$ cat src/rtl/frame_stats_collector_if.sv
// Pixel-stream input and per-frame statistics output bundle for frame_stats_collector.
// Latency: n/a (signal bundle only).
// Backpressure: stats_valid/stats_ready on the result side; the pixel side has no stall.
//   master: pixel source + stats consumer (drives frame_start, pixel_in*, stats_ready)
//   slave : the collector (drives stats_valid, stat_*, overrun)
interface frame_stats_collector_if #(
    parameter int DATA_WIDTH = 8
);
    logic                  frame_start;
    logic [DATA_WIDTH-1:0] pixel_in;
    logic                  pixel_in_valid;
    logic                  stats_valid;
    logic                  stats_ready;
    logic [31:0]           stat_sum;
    logic [DATA_WIDTH-1:0] stat_min;
    logic [DATA_WIDTH-1:0] stat_max;
    logic [19:0]           stat_edges;
    logic [9:0]            stat_lines;
    logic [9:0]            stat_width;
    logic                  stat_width_err;
    logic                  overrun;

    modport master (
        output frame_start, pixel_in, pixel_in_valid, stats_ready,
        input  stats_valid, stat_sum, stat_min, stat_max, stat_edges,
               stat_lines, stat_width, stat_width_err, overrun
    );

    modport slave (
        input  frame_start, pixel_in, pixel_in_valid, stats_ready,
        output stats_valid, stat_sum, stat_min, stat_max, stat_edges,
               stat_lines, stat_width, stat_width_err, overrun
    );
endinterface

$ cat src/rtl/frame_stats_collector.sv
// Per-frame pixel statistics (sum/min/max/edges/lines/width) published once per frame.
// Latency: pixel in cycle N lands in accumulators at edge N+1; result set valid the cycle after frame_start.
// Backpressure: none on pixels; a publish while the held set is unaccepted is dropped and sets sticky overrun.
//   Ports: clk, rst (sync, active-high); bus = slave side of frame_stats_collector_if.
module frame_stats_collector #(
    parameter int DATA_WIDTH  = 8,
    parameter int EDGE_THRESH = 128
) (
    input  logic                   clk,
    input  logic                   rst,
    frame_stats_collector_if.slave bus
);
    typedef enum logic {S_IDLE, S_ACTIVE} state_t;

    localparam logic [9:0]            CNT10_MAX = '1;
    localparam logic [19:0]           EDGE_MAX  = '1;
    localparam logic [DATA_WIDTH-1:0] PIX_ONES  = '1;

    state_t                state_q, state_d;

    // frame accumulators
    logic [31:0]           sum_q, sum_d;
    logic [DATA_WIDTH-1:0] min_q, min_d;
    logic [DATA_WIDTH-1:0] max_q, max_d;
    logic [19:0]           edges_q, edges_d;
    logic [9:0]            lines_q, lines_d;
    logic [9:0]            width_q, width_d;
    logic                  werr_q, werr_d;
    logic [9:0]            run_q, run_d;
    logic                  prev_vld_q, prev_vld_d;
    logic [DATA_WIDTH-1:0] prev_pix_q, prev_pix_d;

    // published result set
    logic                  st_vld_q, st_vld_d;
    logic [31:0]           st_sum_q, st_sum_d;
    logic [DATA_WIDTH-1:0] st_min_q, st_min_d;
    logic [DATA_WIDTH-1:0] st_max_q, st_max_d;
    logic [19:0]           st_edges_q, st_edges_d;
    logic [9:0]            st_lines_q, st_lines_d;
    logic [9:0]            st_width_q, st_width_d;
    logic                  st_werr_q, st_werr_d;
    logic                  overrun_q, overrun_d;

    logic                  active, take, cont, line_end, publish, xfer, edge_hit;
    logic [DATA_WIDTH-1:0] pix_diff;
    logic [9:0]            cl_lines, cl_width;
    logic                  cl_werr;

    always_comb begin
        active   = (state_q == S_ACTIVE);
        // a pixel coincident with frame_start belongs to the new frame, even out of IDLE
        take     = bus.pixel_in_valid && (active || bus.frame_start);
        // continuing a run never crosses a frame boundary
        cont     = active && prev_vld_q && bus.pixel_in_valid && !bus.frame_start;
        // a run ends on falling valid, or is force-closed by frame_start
        line_end = active && prev_vld_q && (!bus.pixel_in_valid || bus.frame_start);
        publish  = active && bus.frame_start;
        xfer     = st_vld_q && bus.stats_ready;

        pix_diff = (bus.pixel_in >= prev_pix_q) ? (bus.pixel_in - prev_pix_q)
                                                : (prev_pix_q - bus.pixel_in);
        edge_hit = (int'(pix_diff) >= EDGE_THRESH);

        // line bookkeeping with the ending run folded in; feeds both publish and carry-on
        cl_lines = (line_end && lines_q != CNT10_MAX) ? lines_q + 10'd1 : lines_q;
        cl_width = (line_end && lines_q == 10'd0) ? run_q : width_q;
        cl_werr  = werr_q | (line_end && lines_q != 10'd0 && run_q != width_q);

        state_d    = bus.frame_start ? S_ACTIVE : state_q;
        sum_d      = sum_q;
        min_d      = min_q;
        max_d      = max_q;
        edges_d    = edges_q;
        lines_d    = cl_lines;
        width_d    = cl_width;
        werr_d     = cl_werr;
        run_d      = line_end ? 10'd0 : run_q;
        prev_vld_d = take;
        prev_pix_d = take ? bus.pixel_in : prev_pix_q;

        if (bus.frame_start) begin
            sum_d   = '0;
            min_d   = PIX_ONES;
            max_d   = '0;
            edges_d = '0;
            lines_d = '0;
            width_d = '0;
            werr_d  = 1'b0;
            run_d   = '0;
        end

        if (take) begin
            sum_d = sum_d + 32'(bus.pixel_in);
            if (bus.pixel_in < min_d) min_d = bus.pixel_in;
            if (bus.pixel_in > max_d) max_d = bus.pixel_in;
            if (cont) begin
                run_d = (run_q != CNT10_MAX) ? run_q + 10'd1 : run_q;
                if (edge_hit && edges_q != EDGE_MAX) edges_d = edges_q + 20'd1;
            end else begin
                run_d = 10'd1;
            end
        end

        st_vld_d   = st_vld_q;
        st_sum_d   = st_sum_q;
        st_min_d   = st_min_q;
        st_max_d   = st_max_q;
        st_edges_d = st_edges_q;
        st_lines_d = st_lines_q;
        st_width_d = st_width_q;
        st_werr_d  = st_werr_q;
        overrun_d  = overrun_q;

        if (publish) begin
            // slot is free if empty or being drained this very cycle
            if (!st_vld_q || xfer) begin
                st_vld_d   = 1'b1;
                st_sum_d   = sum_q;
                st_min_d   = min_q;
                st_max_d   = max_q;
                st_edges_d = edges_q;
                st_lines_d = cl_lines;
                st_width_d = cl_width;
                st_werr_d  = cl_werr;
            end else begin
                overrun_d = 1'b1;
            end
        end else if (xfer) begin
            st_vld_d = 1'b0;
        end
    end

    always_ff @(posedge clk) begin
        if (rst) begin
            state_q    <= S_IDLE;
            sum_q      <= '0;
            min_q      <= PIX_ONES;
            max_q      <= '0;
            edges_q    <= '0;
            lines_q    <= '0;
            width_q    <= '0;
            werr_q     <= 1'b0;
            run_q      <= '0;
            prev_vld_q <= 1'b0;
            prev_pix_q <= '0;
            st_vld_q   <= 1'b0;
            st_sum_q   <= '0;
            st_min_q   <= '0;
            st_max_q   <= '0;
            st_edges_q <= '0;
            st_lines_q <= '0;
            st_width_q <= '0;
            st_werr_q  <= 1'b0;
            overrun_q  <= 1'b0;
        end else begin
            state_q    <= state_d;
            sum_q      <= sum_d;
            min_q      <= min_d;
            max_q      <= max_d;
            edges_q    <= edges_d;
            lines_q    <= lines_d;
            width_q    <= width_d;
            werr_q     <= werr_d;
            run_q      <= run_d;
            prev_vld_q <= prev_vld_d;
            prev_pix_q <= prev_pix_d;
            st_vld_q   <= st_vld_d;
            st_sum_q   <= st_sum_d;
            st_min_q   <= st_min_d;
            st_max_q   <= st_max_d;
            st_edges_q <= st_edges_d;
            st_lines_q <= st_lines_d;
            st_width_q <= st_width_d;
            st_werr_q  <= st_werr_d;
            overrun_q  <= overrun_d;
        end
    end

    assign bus.stats_valid    = st_vld_q;
    assign bus.stat_sum       = st_sum_q;
    assign bus.stat_min       = st_min_q;
    assign bus.stat_max       = st_max_q;
    assign bus.stat_edges     = st_edges_q;
    assign bus.stat_lines     = st_lines_q;
    assign bus.stat_width     = st_width_q;
    assign bus.stat_width_err = st_werr_q;
    assign bus.overrun        = overrun_q;
endmodule

$ cat src/flat_wrapper.sv
// flat-port wrapper written by rule: the top's interface ports become plain ports
module frame_stats_collector_flat 
#(
    parameter int DATA_WIDTH  = 8,
    parameter int EDGE_THRESH = 128
)
  (clk, rst, bus_frame_start, bus_pixel_in, bus_pixel_in_valid, bus_stats_ready, bus_stats_valid, bus_stat_sum, bus_stat_min, bus_stat_max, bus_stat_edges, bus_stat_lines, bus_stat_width, bus_stat_width_err, bus_overrun);
  frame_stats_collector_if #(.DATA_WIDTH(DATA_WIDTH)) bus_i ();
  input  logic clk;
  input  logic rst;
  input wire logic [$bits(bus_i.frame_start)-1:0] bus_frame_start;
  input wire logic [$bits(bus_i.pixel_in)-1:0] bus_pixel_in;
  input wire logic [$bits(bus_i.pixel_in_valid)-1:0] bus_pixel_in_valid;
  input wire logic [$bits(bus_i.stats_ready)-1:0] bus_stats_ready;
  output wire logic [$bits(bus_i.stats_valid)-1:0] bus_stats_valid;
  output wire logic [$bits(bus_i.stat_sum)-1:0] bus_stat_sum;
  output wire logic [$bits(bus_i.stat_min)-1:0] bus_stat_min;
  output wire logic [$bits(bus_i.stat_max)-1:0] bus_stat_max;
  output wire logic [$bits(bus_i.stat_edges)-1:0] bus_stat_edges;
  output wire logic [$bits(bus_i.stat_lines)-1:0] bus_stat_lines;
  output wire logic [$bits(bus_i.stat_width)-1:0] bus_stat_width;
  output wire logic [$bits(bus_i.stat_width_err)-1:0] bus_stat_width_err;
  output wire logic [$bits(bus_i.overrun)-1:0] bus_overrun;
  assign bus_i.frame_start = bus_frame_start;
  assign bus_i.pixel_in = bus_pixel_in;
  assign bus_i.pixel_in_valid = bus_pixel_in_valid;
  assign bus_i.stats_ready = bus_stats_ready;
  assign bus_stats_valid = bus_i.stats_valid;
  assign bus_stat_sum = bus_i.stat_sum;
  assign bus_stat_min = bus_i.stat_min;
  assign bus_stat_max = bus_i.stat_max;
  assign bus_stat_edges = bus_i.stat_edges;
  assign bus_stat_lines = bus_i.stat_lines;
  assign bus_stat_width = bus_i.stat_width;
  assign bus_stat_width_err = bus_i.stat_width_err;
  assign bus_overrun = bus_i.overrun;
  frame_stats_collector #(.DATA_WIDTH(DATA_WIDTH), .EDGE_THRESH(EDGE_THRESH)) u_core (.clk(clk), .rst(rst), .bus(bus_i));
endmodule
$ cat config.mk
export PLATFORM = sky130hd
export DESIGN_NAME = frame_stats_collector_flat
export DESIGN_NICKNAME = d
export VERILOG_FILES = /design/src/rtl/frame_stats_collector_if.sv /design/src/rtl/frame_stats_collector.sv /design/src/flat_wrapper.sv
export SDC_FILE = /design/constraint.sdc
export NUM_CORES = 1
export LEC_CHECK = 0
export ABC_AREA = 1
export BUFFER_PORTS_ARGS = -buffer_cell sky130_fd_sc_hd__buf_4
export CORE_MARGIN = 2
export CORE_UTILIZATION = 44
export CTS_BUF_LIST = sky130_fd_sc_hd__clkbuf_8
export CTS_CLUSTER_DIAMETER = 50
export DETAILED_ROUTE_END_ITERATION = 16
export PLACE_DENSITY = 0.69
export SYNTH_ARGS = -nofsm -noshare
export SYNTH_HDL_FRONTEND = slang
export SYNTH_SLANG_ARGS = --single-unit
$ cat constraint.sdc
create_clock -name clk -period 3.53 [get_ports clk]
set_input_delay 0.5295 -clock clk [delete_from_list [all_inputs] [get_ports clk]]
set_output_delay 0.5295 -clock clk [all_outputs]
set_load 0.05 [all_outputs]
After elaboration in Yosys (flattened, before gate mapping)

Index checks and enable logic that the tools add are counted.

Order comparisons: 4
Add/subtract/negate cells: 6
Eq/ne operators: 6
Bitwise logic cells: 2
Multiplexer cells: 23
Reductions and logical operators: 27

Operators with widths:

| cell                                                             | number |
|---|---|
| 20-bit 2-to-1 mux                                                | 4 |
| 10-bit 2-to-1 mux                                                | 7 |
| 32-bit 2-to-1 mux                                                | 2 |
| 8-bit 2-to-1 mux                                                 | 7 |
| 32-bit by 8-bit adder with 32-bit output                         | 1 |
| 10-bit by 1-bit adder with 10-bit output (second input constant) | 2 |
| 20-bit by 1-bit adder with 20-bit output (second input constant) | 1 |
| 10-bit inequality test (second input constant)                   | 2 |
| 20-bit inequality test (second input constant)                   | 1 |
| 8-bit subtractor                                                 | 2 |
| 1-bit logical AND                                                | 12 |
| 10-bit logical NOT                                               | 1 |
| 10-bit inequality test                                           | 1 |
| 10-bit nonzero test                                              | 1 |
| 8-bit greater-or-equal comparator                                | 1 |
| 8-bit greater-or-equal comparator (second input constant)        | 1 |
| 8-bit greater-than comparator                                    | 1 |
| 8-bit less-than comparator                                       | 1 |
| 2-bit AND reduction                                              | 4 |
| 1-bit logical NOT                                                | 3 |
| 1-bit logical OR                                                 | 3 |
| 1-bit 2-to-1 mux                                                 | 3 |
| 3-bit inequality test (second input constant)                    | 1 |
| 3-bit nonzero test                                               | 1 |
| other kinds (5)                                                  | 5 |

Flip-flop bits (word level): 200
Output and inout port bits: 91
Bits of input ports: 13

Longest topological paths before layout

Depth after elaboration: 7
Gate-level depth with buffers: 20
Depth with buffers taken out: 18

Least setup slack after synthesis

Ideal clock, no wire load.

Path kind: input -> register
Start point: input bus_frame_start
End point: register u_core.sum_q[24]
Arrival time: 2.759 ns
Stages on the path: 20
Buffers on the path: 2
Data required time: 3.417 ns
Slack: 0.659 ns
Cells stage by stage: inv_4 -> buf_6 -> clkbuf_1 -> nand2_1 -> inv_1 -> ha_1 -> inv_1 -> fa_1 -> inv_1 -> nand3_1 -> nand2_1 -> nand4_1 -> nand2_1 -> nand2_1 -> nor2_2 -> nand2_1 -> nor2_1 -> nand2_1 -> nand2_1 -> nor2_1

Cells in the longest elaborated chain, start to end: 3
Elaborated cells between the ends (all ways): 5
Those cells by class: add/sub: 1; mux: 2; reduce/logical: 2

Ends and longest elaborated chain:

| what                                                                          | line                                                     | RTL |
|---|---|---|
| start, declared                                                               | flat_wrapper.sv:11                                       | `input wire logic [$bits(bus_i.frame_start)-1:0] bus_frame_start;` |
| 32-bit 2-to-1 mux or 1-bit logical OR (tied branches)                         | frame_stats_collector.sv:81, frame_stats_collector.sv:52 |  |
| 32-bit by 8-bit adder with 32-bit output or 1-bit logical AND (tied branches) | frame_stats_collector.sv:93, frame_stats_collector.sv:52 |  |
| 32-bit 2-to-1 mux *                                                           | frame_stats_collector.sv:92                              | `if (take) begin` |
| end signal, assigned                                                          | frame_stats_collector.sv:157                             | `sum_q <= sum_d;` |
| end, declared                                                                 | frame_stats_collector.sv:22                              | `logic [31:0] sum_q, sum_d;` |

Mark *: on every way between the ends. The rest lies on a longest branch, timed or not.
A chain may end at the register's enable or synchronous reset.

Worst setup path after layout

Start point: register u_core.sum_q[0]
End point: register u_core.sum_q[28]

Cells in the longest elaborated chain, start to end: 3

Ends and longest elaborated chain:

| what                                     | line                        | RTL |
|---|---|---|
| 32-bit 2-to-1 mux                        | frame_stats_collector.sv:81 | `if (bus.frame_start) begin` |
| 32-bit by 8-bit adder with 32-bit output | frame_stats_collector.sv:93 | `sum_d = sum_d + 32'(bus.pixel_in);` |
| 32-bit 2-to-1 mux                        | frame_stats_collector.sv:92 |  |

No other way between the ends.

==> insert_results.sql <==
INSERT INTO impl_metrics (metric_group, metric, value, unit) VALUES
('worst_setup_path', 'critPathArrivalTime', '2.87', 'ns'),
('cts', 'clock_tree.htree_level_count', '4', ''),
('final_layout', 'multi_input_area', '5472', 'um^2'),
('cts', 'clock_tree.root_cell', 'sky130_fd_sc_hd__clkbuf_8', ''),
('worst_setup_path', 'cp_common_cell', 'sky130_fd_sc_hd__nand2_1', ''),
('detailed_routing', 'post_drt_via_cell_ratio', '5.079', ''),
('final_layout', 'area_occupied_by_registers', '4004', 'um^2'),
('cts', 'clock_tree_from_tritoncts', 'done', ''),
('worst_setup_path', 'rr_endpoint', 'u_core.sum_q[28]', ''),
('sta', 'max-slew-margin-rel', '38.42', '%'),
('grt', 'antenna_violations_before_repair', '0', ''),
('floorplan', 'initial_core_utilization', '44.84', '%'),
('final_layout', 'layout-drive-gt1-share', '11.92', '%'),
('worst_setup_path', 'worstSetupEndpointType', 'flip-flop', ''),
('detailed_routing', 'routedWlPerCell', '13.87', 'um'),
('worst_hold_path', 'hold-path-cell-count', '3', ''),
('worst_setup_path', 'critPathRequiredTime', '3.92', 'ns'),
('final_layout', 'layoutNonFillerInstCount', '1946', ''),
('detailed_routing', 'drt_wl_total', '26.99', 'mm'),
('floorplan', 'core_region_area', '23470', 'um^2'),
('grt', 'track_usage', '21.88', '%'),
('synthesis', 'syn-num-nets', '1603', ''),
('detailed_routing', 'detail_route.drc_violations', '0', ''),
('worst_hold_path', 'whs_endpoint', 'u_core.max_q[0]', ''),
('pwr', 'power.total', '4.803', 'mW'),
('pwr', 'leakagePower', '5.348', 'nW'),
('synthesis', 'area_contributors_post_synth', 'sky130_fd_sc_hd__dfxtp_1 (38%), sky130_fd_sc_hd__nand2_1 (10%), sky130_fd_sc_hd__nor2_1 (9.3%)', ''),
('sta', 'rsz_0062_raised_after_global_routing', 'false', ''),
('synthesis', 'synth_common_cells', 'sky130_fd_sc_hd__nand2_1 (282), sky130_fd_sc_hd__nor2_1 (260), sky130_fd_sc_hd__dfxtp_1 (200)', ''),
('sta', 'worst-slew-pin-transition', '0.9223', 'ns'),
('synthesis', 'synth-seq-area-share', '38.04', '%'),
('grt', 'grt_first_pass_wirelength', '44.39', 'mm'),
('worst_hold_path', 'path_category_of_the_worst_min_delay_check', 'in2reg', ''),
('floorplan', 'fp.dieArea', '25170', 'um^2'),
('worst_setup_path', 'critical_path.slowest_cell', 'sky130_fd_sc_hd__fa_1', ''),
('cts', 'clk_pin_slew', '0.10', 'ns'),
('worst_setup_path', 'critPathMaxFanout', '5', ''),
('place', 'globalplace.congestion', '0.8888', ''),
('worst_setup_path', 'timing.critical_path.buf_inv', '3', ''),
('worst_setup_path', 'cpLargestDelayFamily', 'simple AND/OR/NAND/NOR gates', ''),
('synthesis', 'synth_edf_count', '0', ''),
('sta', 'fin_worst_skew', '0.01155', 'ns'),
('floorplan', 'overall_die_width', '158.7', 'um'),
('cts', 'cts.repair_timing.setup_buffer_count', '0', ''),
('worst_setup_path', 'crit_path_max_incr_delay', '0.39', 'ns'),
('cts', 'holdBufCountCts', '0', ''),
('outcome', 'outcome', 'complete, no violations', ''),
('synthesis', 'synthesis.area', '10530', 'um^2'),
('sta', 'setup_violations', '0', ''),
('pwr', 'power_density', '403.5', 'nW/um^2'),
('sta', 'post-route-period-util', '70.15', '%'),
('grt', 'gr-total-overflow', '0', ''),
('worst_setup_path', 'startpoint_type_of_the_worst_setup_path', 'flip-flop', ''),
('synthesis', 'post-synth-top-area-cell', 'sky130_fd_sc_hd__dfxtp_1', ''),
('detailed_routing', 'first_pass_iters', '5', ''),
('floorplan', 'std_cell_rows', '56', ''),
('cts', 'clock_insertion_delay_worst_skew', '0.48', 'ns'),
('final_layout', 'nNetsFinal', '1670', ''),
('floorplan', 'io_pins', '104', ''),
('pwr', 'ir_drop', '0.2355', 'mV'),
('worst_setup_path', 'r2r-start', 'u_core.sum_q[0]', ''),
('floorplan', 'die_boundary_height', '158.7', 'um'),
('cts', 'cts_resized', '0', ''),
('worst_setup_path', 'category_of_the_most_critical_setup_path', 'reg2reg', ''),
('worst_hold_path', 'worstHoldStart', 'bus_pixel_in[0]', ''),
('synthesis', 'synth.yosys.warnings', '0', ''),
('final_layout', 'diodes', '0', ''),
('run', 'max_cap_viol_count', '0', ''),
('cts', 'buffer_depth_of_the_longest_clock_path', '2', ''),
('sta', 'final_critical_path_time_including_i_o_delays_and_setup', '2.476', 'ns'),
('worst_setup_path', 'worstRegToRegCells', '17', '');
[cell families (layout without fill, tap and decap cells)]
family	count (synthesis)	in the layout	synth area share [%]
AO/OA/AOI/OAI	276	276	14.10
XOR/XNOR	29	29	2.413
adder cells (fa/ha/maj)	43	43	5.183
buffers and inverters	265	345	10.07
flip-flops	200	200	38.04
AND/OR/NAND/NOR	734	734	30.20
[layout by cell type, fill, tap and decap left out, types with 4 or more instances in the layout]
cell type                  synthesis  final
sky130_fd_sc_hd__inv_1           195    199
sky130_fd_sc_hd__nand2_2          11     11
sky130_fd_sc_hd__a21oi_1         112    112
sky130_fd_sc_hd__o211ai_1          6      6
sky130_fd_sc_hd__xnor2_1           5      5
sky130_fd_sc_hd__o21ai_2           9      9
sky130_fd_sc_hd__o21ai_1          11     11
sky130_fd_sc_hd__nor3_1           14     13
sky130_fd_sc_hd__xor2_1           24     24
sky130_fd_sc_hd__nor2_2           11     10
sky130_fd_sc_hd__nor4_1            4      4
sky130_fd_sc_hd__o21a_1            4      4
sky130_fd_sc_hd__nand4_1          29     29
sky130_fd_sc_hd__dfxtp_1         200    200
sky130_fd_sc_hd__and2_1            4      4
sky130_fd_sc_hd__clkbuf_8          0     21
sky130_fd_sc_hd__nor2_1          260    260
sky130_fd_sc_hd__nor2_4            3      4
sky130_fd_sc_hd__nand2_1         282    282
sky130_fd_sc_hd__inv_2             5      6
sky130_fd_sc_hd__buf_4             0    111
sky130_fd_sc_hd__o21ai_0         120    120
sky130_fd_sc_hd__nand3_1          99     99
sky130_fd_sc_hd__ha_1             42     42
[worst reg2reg max path: cells and delay by family (launching register included)]
kind | cells | cell delay, ns
AND/OR/NAND/NOR | 12 | 1.28
adder cells (fa/ha/maj) | 2 | 0.55
flip-flops | 1 | 0.37
buffers and inverters | 3 | 0.19
[registers in the layout, summed over array words and instances, names as in the netlist, 10 cells and up]
register               flops
u_core.bus.stat_sum       32
u_core.sum_q              32
u_core.edges_q            20
u_core.lines_q            10
u_core.bus.stat_lines     10
u_core.width_q            10
u_core.bus.stat_edges     20
u_core.bus.stat_width     10
u_core.run_q              10
[cell type report]
type                    count  share of cell area, %
clock buffers              21                  2.428
clock inverters            11                  1.104
repair buffers            112                  7.168
flip-flops and latches    200                  33.63
multi-input cells        1082                  45.96
inverters                 201                  6.358
well taps                 319                  3.353
[worst max-delay path by stage]
stage               startpoint               end  slack [ns]  depth (start not counted)
2_1_floorplan  bus_frame_start  u_core.sum_q[24]        0.66                         20
3_3_place_gp   bus_frame_start  u_core.sum_q[24]        0.74                         19
3_5_place_dp   bus_frame_start  u_core.sum_q[28]        0.66                         19
4_1_cts        u_core.sum_q[0]  u_core.sum_q[28]        1.05                         17
5_1_grt        u_core.sum_q[0]  u_core.sum_q[24]        0.74                         17
6_report       u_core.sum_q[0]  u_core.sum_q[28]        1.05                         17
[per-stage QoR]
stage          instance area [um^2]  hold WS (ns)  utilization, %  setup WS, ns
2_1_floorplan                 10530        0.4303               -        0.6587
3_3_place_gp                  11480        0.4452           48.93        0.7425
3_5_place_dp                  11480        0.4523           48.93        0.6588
4_1_cts                       11910        0.3434           50.72         1.052
5_1_grt                       11910        0.3703           50.72        0.7388
6_report                      11910        0.3616           50.72         1.054
[per-layer routing]
metal	wire length (um)	share of wire, %	track usage, %
met5	0	0	0
met1	12620	47	28.65
met3	1319	4.9	3.538
met4	593	2.2	7.121
met2	12460	46	36.80
[report_power, final]
| group | total, mW | switching, mW | internal, mW |
|---|---|---|---|
| Combinational | 0.822 | 0.592 | 0.230 |
| Sequential | 2.41 | 0.0560 | 2.35 |
| Clock | 1.58 | 0.809 | 0.766 |
| Total | 4.80 | 1.46 | 3.35 |
No activity file was read; power rests on OpenSTA's default activity.
